File: config.mk
export PLATFORM = sky130hd
export DESIGN_NAME = eth_rx_parser
export DESIGN_NICKNAME = d
export VERILOG_FILES = /design/src/rtl/eth_rx_parser.sv
export SDC_FILE = /design/constraint.sdc
export NUM_CORES = 1
export LEC_CHECK = 0
export ABC_CLOCK_PERIOD_IN_PS = 15900
export CAP_MARGIN = 20
export CORE_UTILIZATION = 41
export DETAILED_ROUTE_END_ITERATION = 8
export PLACE_DENSITY = 0.73
export SYNTH_ARGS = -nofsm -noshare
export SYNTH_HDL_FRONTEND = slang
export SYNTH_SLANG_ARGS = --single-unit
File: constraint.sdc
create_clock -name clkIn -period 15.9 [get_ports clkIn]
set_clock_uncertainty 0.2 [all_clocks]
set_input_delay 3.975 -clock clkIn [delete_from_list [all_inputs] [get_ports clkIn]]
set_output_delay 3.975 -clock clkIn [all_outputs]
set_load 0.02 [all_outputs]
File: src/rtl/eth_rx_parser.sv
// ---------------------------------------------------------------------------
// eth_rx_parser
// Parses a raw Ethernet byte stream (preamble, SFD, 14-byte header, payload
// with FCS) coming from the read side of a CDC FIFO. Bytes may arrive with
// idle gaps; IDLE_GAP_CYCLES consecutive idle cycles mark the end of a frame.
//
// Ports
//   clkIn, rstIn            : clock, async active-high reset
//   rxDataIn/rxDataValidIn  : input byte stream
//   dstMacOut/srcMacOut     : header MACs, first byte in the MSBs
//   etherTypeOut            : EtherType, first byte in [15:8]
//   headerValidOut          : one-cycle pulse when header fields update
//   payloadDataOut/ValidOut : payload bytes (FCS included)
//   payloadFirstOut/LastOut : first / last payload byte qualifiers
//   payloadLenOut           : payload byte count, valid with payloadLastOut
//   runtErrOut              : frame ended before payload began
//   dropErrOut              : bad preamble or SFD
// ---------------------------------------------------------------------------
module eth_rx_parser #(
  parameter int IDLE_GAP_CYCLES = 4,
  parameter int MIN_PREAMBLE    = 1
) (
  input  logic        clkIn,
  input  logic        rstIn,
  input  logic [7:0]  rxDataIn,
  input  logic        rxDataValidIn,
  output logic [47:0] dstMacOut,
  output logic [47:0] srcMacOut,
  output logic [15:0] etherTypeOut,
  output logic        headerValidOut,
  output logic [7:0]  payloadDataOut,
  output logic        payloadValidOut,
  output logic        payloadFirstOut,
  output logic        payloadLastOut,
  output logic [10:0] payloadLenOut,
  output logic        runtErrOut,
  output logic        dropErrOut
);

  localparam int GW = $clog2(IDLE_GAP_CYCLES + 1);

  typedef enum logic [2:0] {S_IDLE, S_PREAMBLE, S_HEADER, S_PAYLOAD, S_DROP} state_t;

  state_t         r_state;
  logic [GW-1:0]  r_gap_cnt;
  logic [3:0]     r_pcnt;
  logic [3:0]     r_hcnt;
  logic [103:0]   r_hdr;      // first 13 header bytes; the 14th is merged on the fly
  logic [7:0]     r_held;
  logic           r_held_vld;
  logic           r_first;
  logic [10:0]    r_len;      // payload bytes received so far, including the held one

  logic           w_gap;
  logic [10:0]    w_len_inc;

  // Gap fires on the idle cycle that would bring the count to IDLE_GAP_CYCLES;
  // a valid byte on that cycle wins and no end of frame is declared.
  assign w_gap     = !rxDataValidIn && (r_state != S_IDLE) &&
                     (r_gap_cnt == GW'(IDLE_GAP_CYCLES - 1));
  assign w_len_inc = (r_len == 11'h7FF) ? r_len : r_len + 11'd1;

  always_ff @(posedge clkIn or posedge rstIn) begin
    if (rstIn) begin
      r_state         <= S_IDLE;
      r_gap_cnt       <= '0;
      r_pcnt          <= '0;
      r_hcnt          <= '0;
      r_hdr           <= '0;
      r_held          <= '0;
      r_held_vld      <= 1'b0;
      r_first         <= 1'b0;
      r_len           <= '0;
      dstMacOut       <= '0;
      srcMacOut       <= '0;
      etherTypeOut    <= '0;
      headerValidOut  <= 1'b0;
      payloadDataOut  <= '0;
      payloadValidOut <= 1'b0;
      payloadFirstOut <= 1'b0;
      payloadLastOut  <= 1'b0;
      payloadLenOut   <= '0;
      runtErrOut      <= 1'b0;
      dropErrOut      <= 1'b0;
    end else begin
      headerValidOut  <= 1'b0;
      payloadDataOut  <= '0;
      payloadValidOut <= 1'b0;
      payloadFirstOut <= 1'b0;
      payloadLastOut  <= 1'b0;
      payloadLenOut   <= '0;
      runtErrOut      <= 1'b0;
      dropErrOut      <= 1'b0;

      if (rxDataValidIn || r_state == S_IDLE || w_gap) r_gap_cnt <= '0;
      else                                             r_gap_cnt <= r_gap_cnt + GW'(1);

      case (r_state)
        S_IDLE: begin
          if (rxDataValidIn) begin
            if (rxDataIn == 8'h55) begin
              r_state <= S_PREAMBLE;
              r_pcnt  <= 4'd1;
            end else begin
              r_state    <= S_DROP;
              dropErrOut <= 1'b1;
            end
          end
        end

        S_PREAMBLE: begin
          if (rxDataValidIn) begin
            if (rxDataIn == 8'h55) begin
              if (r_pcnt != 4'hF) r_pcnt <= r_pcnt + 4'd1;
            end else if (rxDataIn == 8'hD5 && 32'(r_pcnt) >= MIN_PREAMBLE) begin
              r_state <= S_HEADER;
              r_hcnt  <= '0;
            end else begin
              r_state    <= S_DROP;
              dropErrOut <= 1'b1;
            end
          end else if (w_gap) begin
            r_state    <= S_IDLE;
            runtErrOut <= 1'b1;
          end
        end

        S_HEADER: begin
          if (rxDataValidIn) begin
            r_hdr  <= {r_hdr[95:0], rxDataIn};
            r_hcnt <= r_hcnt + 4'd1;
            if (r_hcnt == 4'd13) begin
              dstMacOut      <= r_hdr[103:56];
              srcMacOut      <= r_hdr[55:8];
              etherTypeOut   <= {r_hdr[7:0], rxDataIn};
              headerValidOut <= 1'b1;
              r_state        <= S_PAYLOAD;
              r_held_vld     <= 1'b0;
              r_first        <= 1'b1;
              r_len          <= '0;
            end
          end else if (w_gap) begin
            r_state    <= S_IDLE;
            runtErrOut <= 1'b1;
          end
        end

        S_PAYLOAD: begin
          if (rxDataValidIn) begin
            // A successor arrived, so the held byte is known not to be last.
            if (r_held_vld) begin
              payloadDataOut  <= r_held;
              payloadValidOut <= 1'b1;
              payloadFirstOut <= r_first;
              r_first         <= 1'b0;
            end
            r_held     <= rxDataIn;
            r_held_vld <= 1'b1;
            r_len      <= w_len_inc;
          end else if (w_gap) begin
            if (r_held_vld) begin
              payloadDataOut  <= r_held;
              payloadValidOut <= 1'b1;
              payloadFirstOut <= r_first;
              payloadLastOut  <= 1'b1;
              payloadLenOut   <= r_len;
            end
            r_held_vld <= 1'b0;
            r_first    <= 1'b0;
            r_state    <= S_IDLE;
          end
        end

        S_DROP: begin
          if (w_gap) r_state <= S_IDLE;
        end

        default: r_state <= S_IDLE;
      endcase
    end
  end

endmodule

== Word level (Yosys, flattened, before mapping) ==
Index checks and enable logic that the tools add are counted.
Widths: inputs -> output; s select.
Word-level totals
  logic and storage cells: 139
  input port bits: 11
  register bits after elaboration: 276
  output and inout port bits: 137
Operators by class
  magnitude comparators: 1
  reductions and logical operators: 21
  equal/unequal tests: 26
  multiplexer cells: 67
  add/subtract/negate cells: 4
Operator list (number)
  $mux 11: 8
  $mux 4: 9
  $mux 8: 4
  $mux 3: 10
  $mux 1: 29
  $ne 2x2->1 const B: 11
  $pmux 11 s2: 1
  $pmux 4 s2: 2
  $pmux 3 s5: 1
  $reduce_and 5->1: 3
  $ne 3x3->1 const B: 4
  $add 11x1->11 const B: 1
  $eq 11x11->1 const B: 1
  $eq 3x2->1 const B: 3
  $add 4x1->4 const B: 2
  $eq 8x7->1 const B: 1
  $eq 8x8->1 const B: 1
  $reduce_and 4->1: 2
  $pmux 1 s2: 3
  $reduce_and 6->1: 1
  $reduce_bool 2->1: 3
  $eq 4x4->1 const B: 1
  $ge 4x1->1 const B: 1
  $ne 4x4->1 const B: 1
  other kinds (12): 16

== Longest topological paths before layout ==
  depth in word-level cells: 6
  gate-level depth with buffers: 10
  depth with buffers taken out: 7

== Worst setup path before layout ==
OpenSTA, ideal clock, no wires.
  kind: input-to-reg
  start point: input rxDataValidIn
  end point: register r_len[0]
  buffers on the path: 1
  path slack: 10545 ps
  arrival: 5030 ps
  stages: 5
  data required time: 15575 ps
  cell sequence: nand3b_1 or3_1 buf_2 o21ai_0 mux2_2
On the way
  cells in the longest elaborated chain, start to end: 2
  elaborated cells on any way between the ends: 3
  those cells by class: eq/ne (2); reduce/logical (1)
RTL lines
  start: declaration: RTL line 26  | input logic rxDataValidIn,
  $ne 2x2->1 (no source line)
  $reduce_and 5->1 (no source line) (*)
  end signal: assignment: RTL line 159  | r_len <= w_len_inc;
  end: declaration: RTL line 52  | logic [10:0] r_len;
Mark *: on every way between the ends. The rest lies on a longest branch, timed or not.
A chain may end at the register's enable or synchronous reset.

== Worst setup path after layout ==
  start point: input rxDataValidIn
  end point: register srcMacOut[40]
On the way
  cells in the longest elaborated chain, start to end: 1
RTL lines
  $reduce_and 3->1 (no source line)
  end signal: assignment: RTL line 134  | srcMacOut <= r_hdr[55:8];
  end: declaration: RTL line 28  | output logic [47:0] srcMacOut,
Every way passes these cells.

==> summary.md <==
| Metric | Value |
|---|---|
| Clock Sinks | 276 |
| Max FO, Critical Path | 69 |
| Pint | 1680 µW |
| Multi-input logic area | 3580 µm² |
| Port Buffer Count | 147 |
| Top FF cell, synth | dfrtp_1 |
| Post-synth ARST share | 1.00 |
| Met3 Use GR | 0.0222 |
| Critical path class | in2reg |
| Via count | 7,126 |
| Chip width | 164 µm |
| Layout area overhead | 23.9% |
| Die area | 27,000 µm² |
| Mapped Area | 10,800 µm² |
| Combinational power share | 0.279 |
| Commonest non-fill, non-tap cells in the layout | 346 x nand2_1, 276 x dfrtp_1, 147 x clkdlybuf4s50_1, 114 x mux2_2, 29 x clkbuf_16 |
| CP endpoint kind | flop |
| Flop2flop setup slack | 12.65 ns |
| Final WS setup | 9.17 ns |
| Layout Utilization | 0.515 |
| Worst-path clk slew | 0.06 ns |
| Nets@finish | 1,095 |
| Crit path from | rxDataValidIn |
| Cell Rows | 59 |
| Status | finished clean |
| Synth cell types | 55 |
| Layout cells sized above 1 | 0.158 |
| Tot GR Track Use | 0.173 |
| Initial Util | 0.416 |
| Max_cap viols | 0 |
| Total Wirelength | 22,700 µm |
| IO Count | 148 |
| Wirelength per Cell | 15.9 µm |
| Routed Antenna Nets | 0 |
| Floorplan core area | 26,000 µm² |
| Cts-stage hold buffer count | 0 |
| Antenna violations before repair | 0 |
| CTS tree | yes |
| Sequential Power Share | 0.461 |
| Root buf cell | clkbuf_16 |
| Met1 usage | 0.239 |
| Grt met2 use | 0.285 |
| Synthesized net count | 955 |
| Largest net degree at the start of global routing | 133 |
| Final Setup Violations | 0 |
| Post-synth EDFFs | 0 |
| Worst slew margin | 0.345 |
| Seq/Total Area, Yosys | 0.639 |
| Commonest non-fill, non-tap cell in the layout | nand2_1 |
| Sw power | 773 µW |
| H-tree lvl count | 1 |
| Fillers | 2,320 |
| Leak | 0.00639 µW |
| Post-CTS Setup Repair Bufs | 0 |
| Shortest period the worst path allows | 6.73 ns |
| Global-route wire length before repair | 37,400 µm |
| Sw frac | 0.315 |
| Clk buf depth | 3 |
| Worst Path Arrival | 6.99 ns |
| Final Hold Vio Count | 0 |
| CP required | 16.16 ns |
| Worst r2r src | r_state[1]$_DFFE_PP0P_ |
| Post-Synthesis Cells | 936 |
| DP HPWL | 14,300 µm |
| Max IR drop VDD | 101 µV |
| DR pass1 iterations | 4 |
| Inserted Clock Buffers | 29 |
| Number of global-route vias before repair | 7,136 |
| Storage cell area | 6910 µm² |
| Synthesized flop and latch total | 276 |
| Clock network fraction of design power | 0.260 |
| Worst min-delay path category | reg2reg |
| RSZ-0062 raised after global routing | no |
| Later-pin clock latency in the skew report | 0.53 ns |
| Setup crit start kind | input port |
| Drt drc | 0 |
| Power Density | 183 nW/µm² |
| Total Negative Setup Slacks | 0 ns |
| Avg Inst Size Synth | 11.5 µm² |
| Antenna cell count | 0 |
| Fmax | 149 MHz |
| Via-per-instance ratio | 4.99 |
| Synthesis Warnings | 0 |
| Die span in y | 164 µm |
| Gr busiest metal | met2 |
| Post-CTS Resized | 0 |
| Slew @ Worst Pin | 0.983 ns |
| Hold_sp | r_gap_cnt[0]$_DFF_PP0_ |
| Tcrit/Tclk final | 0.423 |
| DP Worst Slack | 8.58 ns |
| Iteration-0 DRC count of the detailed router | 505 |
| Global placement routability congestion | 0.785 |
| Grt ovf | 0 |
| Final Max Slew Viols | 0 |
sequential cells by signal, indices dropped and copies added, names as in the netlist:
register / cells
payloadLastOut: 1
runtErrOut: 1
r_hcnt: 4
r_first: 1
r_hdr: 104
payloadDataOut: 8
r_pcnt: 4
dropErrOut: 1
payloadValidOut: 1
etherTypeOut: 16
r_gap_cnt: 3
r_len: 11
r_held: 8
dstMacOut: 48
headerValidOut: 1
srcMacOut: 48
payloadFirstOut: 1
r_held_vld: 1
r_state: 3
payloadLenOut: 11
metrics by stage:
stage	cells	cell area, µm²	total power, µW	hold slack [ns]
global placement	1380	12500	1800	0.219
global route	1429	13400	2590	0.258
finish	1429	13400	2450	0.235
floorplan	936	10800	1530	0.210
detailed placement	1380	12500	1830	0.225
CTS	1429	13400	2480	0.233
area by class of cell:
| type | count | share of cell area |
|---|---|---|
| well taps | 335 | 0.0313 |
| multi-input cells | 602 | 0.267 |
| repair buffers | 153 | 0.113 |
| flip-flops and latches | 276 | 0.516 |
| clock inverters | 6 | 0.00440 |
| clock buffers | 43 | 0.0627 |
| inverters | 14 | 0.00468 |
Yosys cell counts, types with 8 or more instances:
cell      count  area share
o21ai_0       8      0.0037
buf_6        10       0.010
buf_2        20      0.0093
and2_1       17      0.0098
ha_1          8      0.0093
nor2_1       15      0.0052
nand3_1      10      0.0046
nand2_1     346        0.12
dfrtp_1     276        0.64
mux2_2      114        0.12
nor3_1       10      0.0046
clkbuf_1      8      0.0028
inv_1        13      0.0045
routing by layer:
layer  vias to the layer above  share of wire
met5                         -              0
met4                         0          0.022
met3                        40          0.039
met2                       164           0.48
met1                      3569           0.46
li1                       3353              -
logic make-up (layout without fill, tap and decap cells):
family                   count (synthesis)  count (layout)  share of synthesized area
XOR/XNOR                                 4               4                    0.00324
buffers and inverters                   58             216                     0.0312
AND/OR/NAND/NOR                        431             431                      0.168
flip-flops                             276             276                      0.639
multiplexers                           116             116                      0.121
adder cells (fa/ha/maj)                  8               8                    0.00927
AO/OA/AOI/OAI                           43              43                     0.0278
path summary, 6_finish.rpt:
kind / endpoint / cells after the start
max in group asynchronous: r_hdr[0]$_DFFE_PP0P_ / 4
worst min register to register: r_gap_cnt[0]$_DFF_PP0_ / 1
min in group asynchronous: dstMacOut[11]$_DFFE_PP0P_ / 2
worst max-delay path: srcMacOut[40]$_DFFE_PP0P_ / 7
worst min-delay path: r_gap_cnt[0]$_DFF_PP0_ / 1
worst max register to register: srcMacOut[40]$_DFFE_PP0P_ / 6
power by group through the flow:
stage | Combinational, µW | Sequential (µW) | Clock (µW)
3_5_place_dp | 689 | 1140 | 0
6_report | 684 | 1130 | 637
4_1_cts | 694 | 1130 | 654
3_3_place_gp | 669 | 1130 | 0
5_1_grt | 745 | 1160 | 684
2_1_floorplan | 368 | 1160 | 0
worst max-delay path, stage by stage:
cell,delay [ns]
clkdlybuf4s50_1,0.73
nand3b_1,0.20
or3_4,0.63
inv_4,0.49
buf_4,0.70
nand2_1,0.14
nand2_1,0.10
No activity file was read; power rests on OpenSTA's default activity.
==> patch 1, RTL diff (same settings) <==
Compare `r_hcnt` against `4'd13` with >= in place of ==.
--- a/src/rtl/eth_rx_parser.sv
+++ b/src/rtl/eth_rx_parser.sv
@@ -129,7 +129,7 @@
           if (rxDataValidIn) begin
             r_hdr  <= {r_hdr[95:0], rxDataIn};
             r_hcnt <= r_hcnt + 4'd1;
-            if (r_hcnt == 4'd13) begin
+            if (r_hcnt >= 4'd13) begin
               dstMacOut      <= r_hdr[103:56];
               srcMacOut      <= r_hdr[55:8];
               etherTypeOut   <= {r_hdr[7:0], rxDataIn};
Formal check against the unedited RTL: no difference found for any inputs over 10 cycles, from zero or initial values and one cycle with rstIn high; that may be too few to reach the edited logic, so the function may still have changed.
==> patch 1 against the original RTL <==
Hold slack improved by 0.031 ns; sequential cell count did not move; final area fell by 0.45%; wire length fell by 2.9%; synthesized area fell by 1.2%; cell count barely moved; global-route usage fell by 0.29 points; die area fell by 1.2%; worst setup slack got worse by 0.50 ns; synthesized cell count rose by 0.85%; largest cell class unchanged.
Power is not compared: it rests on default switching activity, and its combinational part moved more than twofold at a synthesized area within 25%.
==> patch 1: results (changes against the original RTL) <==
[min_path]
hold_depth = 2  ; was 1
hold_end = dstMacOut[44]  ; was r_gap_cnt[0]
min_from = r_hdr[100]  ; was r_gap_cnt[0]

[final_layout]
nFillCells = 2180  ; was 2320
instances_no_fill = 1430  ; was 1429
drive_above_1_share_pct = 15.00  ; was 15.81%
nNetsFinal = 1102  ; was 1095

[clocking]
numCtsBuffers = 28  ; was 29

[setup_path]
rrSetupSlack_ns = 12.12  ; was 12.65 ns
timing.rr.end = etherTypeOut[10]  ; was srcMacOut[40]
path_max_fanout = 64  ; was 69
slowest_delay_ns = 0.70  ; was 0.73 ns
crit_arrival_ns = 7.50  ; was 6.99 ns
reg2reg_from = r_state[0]  ; was r_state[1]

[detailed_routing]
vias_per_cell = 4.886  ; was 4.987
wire_per_inst_um = 15.38  ; was 15.85 um
drt_iter0_markers = 411  ; was 505

[run_status]
outcome = finished clean  ; unchanged

[global_route]
grt_max_degree = 124  ; was 133

[yosys]
synth-seq-area-share_pct = 64.72  ; was 63.95%
synth_nets = 964  ; was 955
synth_cells = 944  ; was 936
synth_common_cells = nand2_1, dfrtp_1, mux2_2  ; unchanged

[placed_design]
post-place-ws_ns = 8.086  ; was 8.581 ns

[sta]
max_slew_margin_pct = 32.64  ; was 34.46%

-- patch 1: critical path: cells and delay by family --
| family | cells | cell delay, ns |
|---|---|---|
| buffers and inverters | 3 | 2.04 |
| AND/OR/NAND/NOR | 4 | 1.44 |
-- patch 1: area by class of cell --
class / instances / share of cell area (%)
Clock buffer: 38 / 6.069
Tap cell: 330 / 3.100
Multi-Input combinational cell: 609 / 26.28
Sequential cell: 276 / 51.86
Clock inverter: 10 / 0.6858
Inverter: 14 / 0.4697
Timing Repair Buffer: 153 / 11.54
-- patch 1: kinds of logic after synthesis --
family	share of synthesized area, %
AO/OA/AOI/OAI	2.392
XOR/XNOR	0.2463
adder cells (fa/ha/maj)	1.055
buffers and inverters	2.579
flip-flops	64.72
multiplexers	10.97
AND/OR/NAND/NOR	18.03
-- patch 1: through the flow --
step	util, %	area (um2)	hold slack (ns)
6_report	52.59	13320	0.2656
3_5_place_dp	48.93	12390	0.2408
4_1_cts	52.48	13290	0.2715
3_3_place_gp	48.93	12390	0.2223
5_1_grt	52.59	13320	0.2921
2_1_floorplan	-	10670	0.2099
-- patch 1: layer usage --
metal	global-route usage (%)	share of wire, %	wire length [um]
met4	4.418	1.9	414
met1	23.95	47	10240
met3	2.717	4.7	1039
met2	27.35	47	10300
met5	0	0	0
-- patch 1: how the worst max path moves through the flow --
stage	slack (ns)	depth (start not counted)	end
2_1_floorplan	4.12	1	dropErrOut
3_3_place_gp	8.15	7	srcMacOut[0]
3_5_place_dp	8.09	7	srcMacOut[10]
4_1_cts	8.65	7	srcMacOut[10]
5_1_grt	8.32	7	etherTypeOut[10]
6_report	8.67	7	etherTypeOut[10]
-- patch 1: power groups by stage --
stage               sequential [W]  clock (W)  combinational [W]
floorplan                 0.000722          0          0.0000227
global placement          0.000722          0          0.0000316
detailed placement        0.000723          0          0.0000328
CTS                       0.000710   0.000651          0.0000332
global route              0.000710   0.000679          0.0000381
finish                    0.000710   0.000635          0.0000325
==> patch 2, RTL diff (same settings) <==
Without the edit above. `IDLE_GAP_CYCLES`: 4 -> 2.
--- a/src/rtl/eth_rx_parser.sv
+++ b/src/rtl/eth_rx_parser.sv
@@ -17,7 +17,7 @@
 //   dropErrOut              : bad preamble or SFD
 // ---------------------------------------------------------------------------
 module eth_rx_parser #(
-  parameter int IDLE_GAP_CYCLES = 4,
+  parameter int IDLE_GAP_CYCLES = 2,
   parameter int MIN_PREAMBLE    = 1
 ) (
   input  logic        clkIn,
Formal check against the unedited RTL: not equivalent (a bounded check fails within 4 cycles, from zero or initial values and one cycle with rstIn high).
==> patch 2 against the original RTL <==
Sequential cell count fell by 1; via count rose by 13%; global-route usage rose by 1.3 points; synthesized area rose by 0.27%; wire length rose by 8.5%; sequential share of layout area fell by 0.85 points; worst setup slack improved by 0.056 ns; final area rose by 1.3%; first-iteration DRC count rose by 24%; largest cell class unchanged.
Power is not compared: it rests on default switching activity, and its combinational part moved more than twofold at a synthesized area within 25%.
==> patch 2: results (changes against the original RTL) <==
[run_status]
outcome = finished clean  ; unchanged

[global_route]
grt_pass1_vias = 7826  ; was 7136
grt_max_degree = 130  ; was 133
grt_util_met3_pct = 2.988  ; was 2.222%
grt_usage_pct = 18.56  ; was 17.30%
grt_pass1_wl_um = 40320  ; was 37420 um
grtUsageMet2_pct = 29.22  ; was 28.54%
grt_use_met1_pct = 26.88  ; was 23.91%

[detailed_routing]
wl_met1_um = 11570  ; was 10370 um
drt-pass1-iter-count = 5  ; was 4
wl_met2_um = 11350  ; was 10910 um
drt_iter0_markers = 626  ; was 505
wire_per_inst_um = 14.93  ; was 15.85 um
via_count = 8076  ; was 7126
wirelength_um = 24580  ; was 22650 um
wl_met3_um = 1241  ; was 873 um

[yosys]
synth_cells = 1164  ; was 936
synth-seq-area-share_pct = 63.55  ; was 63.95%
synth_common_cells = nand2_1, dfrtp_1, buf_2  ; was nand2_1, dfrtp_1, mux2_2
synthDistinctLibCells = 61  ; was 55
synth-main-ff-cell = dfrtp_1  ; unchanged
synthTopCellsByArea = dfrtp_1, nand2_1, buf_2, mux2_2, and2_1  ; was dfrtp_1, nand2_1, mux2_2, buf_6, and2_1

[clocking]
path_clk_slew_ns = 0.06  ; about the same
numCtsBuffers = 29  ; unchanged

[final_layout]
nFillCells = 2348  ; was 2320
nNetsFinal = 1308  ; was 1095
drive_above_1_share_pct = 6.331  ; was 15.81%
top_regs = r_hdr (104), dstMacOut (48), srcMacOut (48)  ; unchanged

[placed_design]
dp_hpwl_um = 15320  ; was 14340 um
placed_cell_area_um2 = 12520  ; was 12480 um2
place_congestion = 0.7761  ; was 0.7851
dp_cells = 1592  ; was 1380
post-place-ws_ns = 8.676  ; was 8.581 ns

[setup_path]
crit_arrival_ns = 6.94  ; was 6.99 ns
path_max_fanout = 75  ; was 69

[sta]
max_slew_margin_pct = 35.63  ; was 34.46%

-- patch 2: changes by cell type in the layout (fill, tap and decap cells not counted), sizes merged, moves of 3 or more --
cell | before | now
bufinv | 1 | 4
clkbuf | 43 | 40
a21oi | 6 | 11
nand3b | 3 | 0
and3 | 1 | 5
nand2 | 347 | 664
nor4 | 1 | 7
o22ai | 3 | 0
o21ai | 8 | 5
mux2 | 114 | 12
-- patch 2: final cells by class --
class,count,area (um2),share of cell area (%)
Sequential cell,275,6882,50.78
Multi-Input combinational cell,816,3643,26.88
Timing Repair Buffer,155,1564,11.54
Clock buffer,40,817.0,6.028
Tap cell,335,419.2,3.093
Clock inverter,12,168.9,1.246
Inverter,13,58.81,0.4339
-- patch 2: power breakdown --
part           internal, W  switching (W)
combinational    0.0000116      0.0000240
clock             0.000422       0.000269
sequential        0.000703     0.00000697
-- patch 2: cells by family after synthesis --
family | after synthesis | synth area share (%)
DFF | 275 | 63.55
xor gates and xnor gates | 1 | 0.08089
and+or+nand+nor | 749 | 28.08
buffers and inverters | 73 | 3.004
AOI/OAI and AO/OA | 44 | 2.958
adders and majority gates | 7 | 0.8087
muxes | 15 | 1.525
-- patch 2: final timing paths --
path	start	to	slack, ns	cells after the start
worst max-delay path	rxDataValidIn	dstMacOut[20]	9.23	7
worst min-delay path	r_gap_cnt[0]	r_gap_cnt[0]	0.24	1
worst max register to register	r_state[0]	dstMacOut[20]	12.85	6
worst min register to register	r_gap_cnt[0]	r_gap_cnt[0]	0.24	1
max in group asynchronous	rstIn	dstMacOut[39]	10.11	3
min in group asynchronous	rstIn	srcMacOut[38]	3.80	2
-- patch 2: worst max-delay path: stages --
cell and delay, ns:
clkdlybuf4s50_1 0.86, and4bb_4 0.34, nand2_4 0.27, inv_4 0.46, buf_4 0.72, nand2_1 0.15, nand2_1 0.09
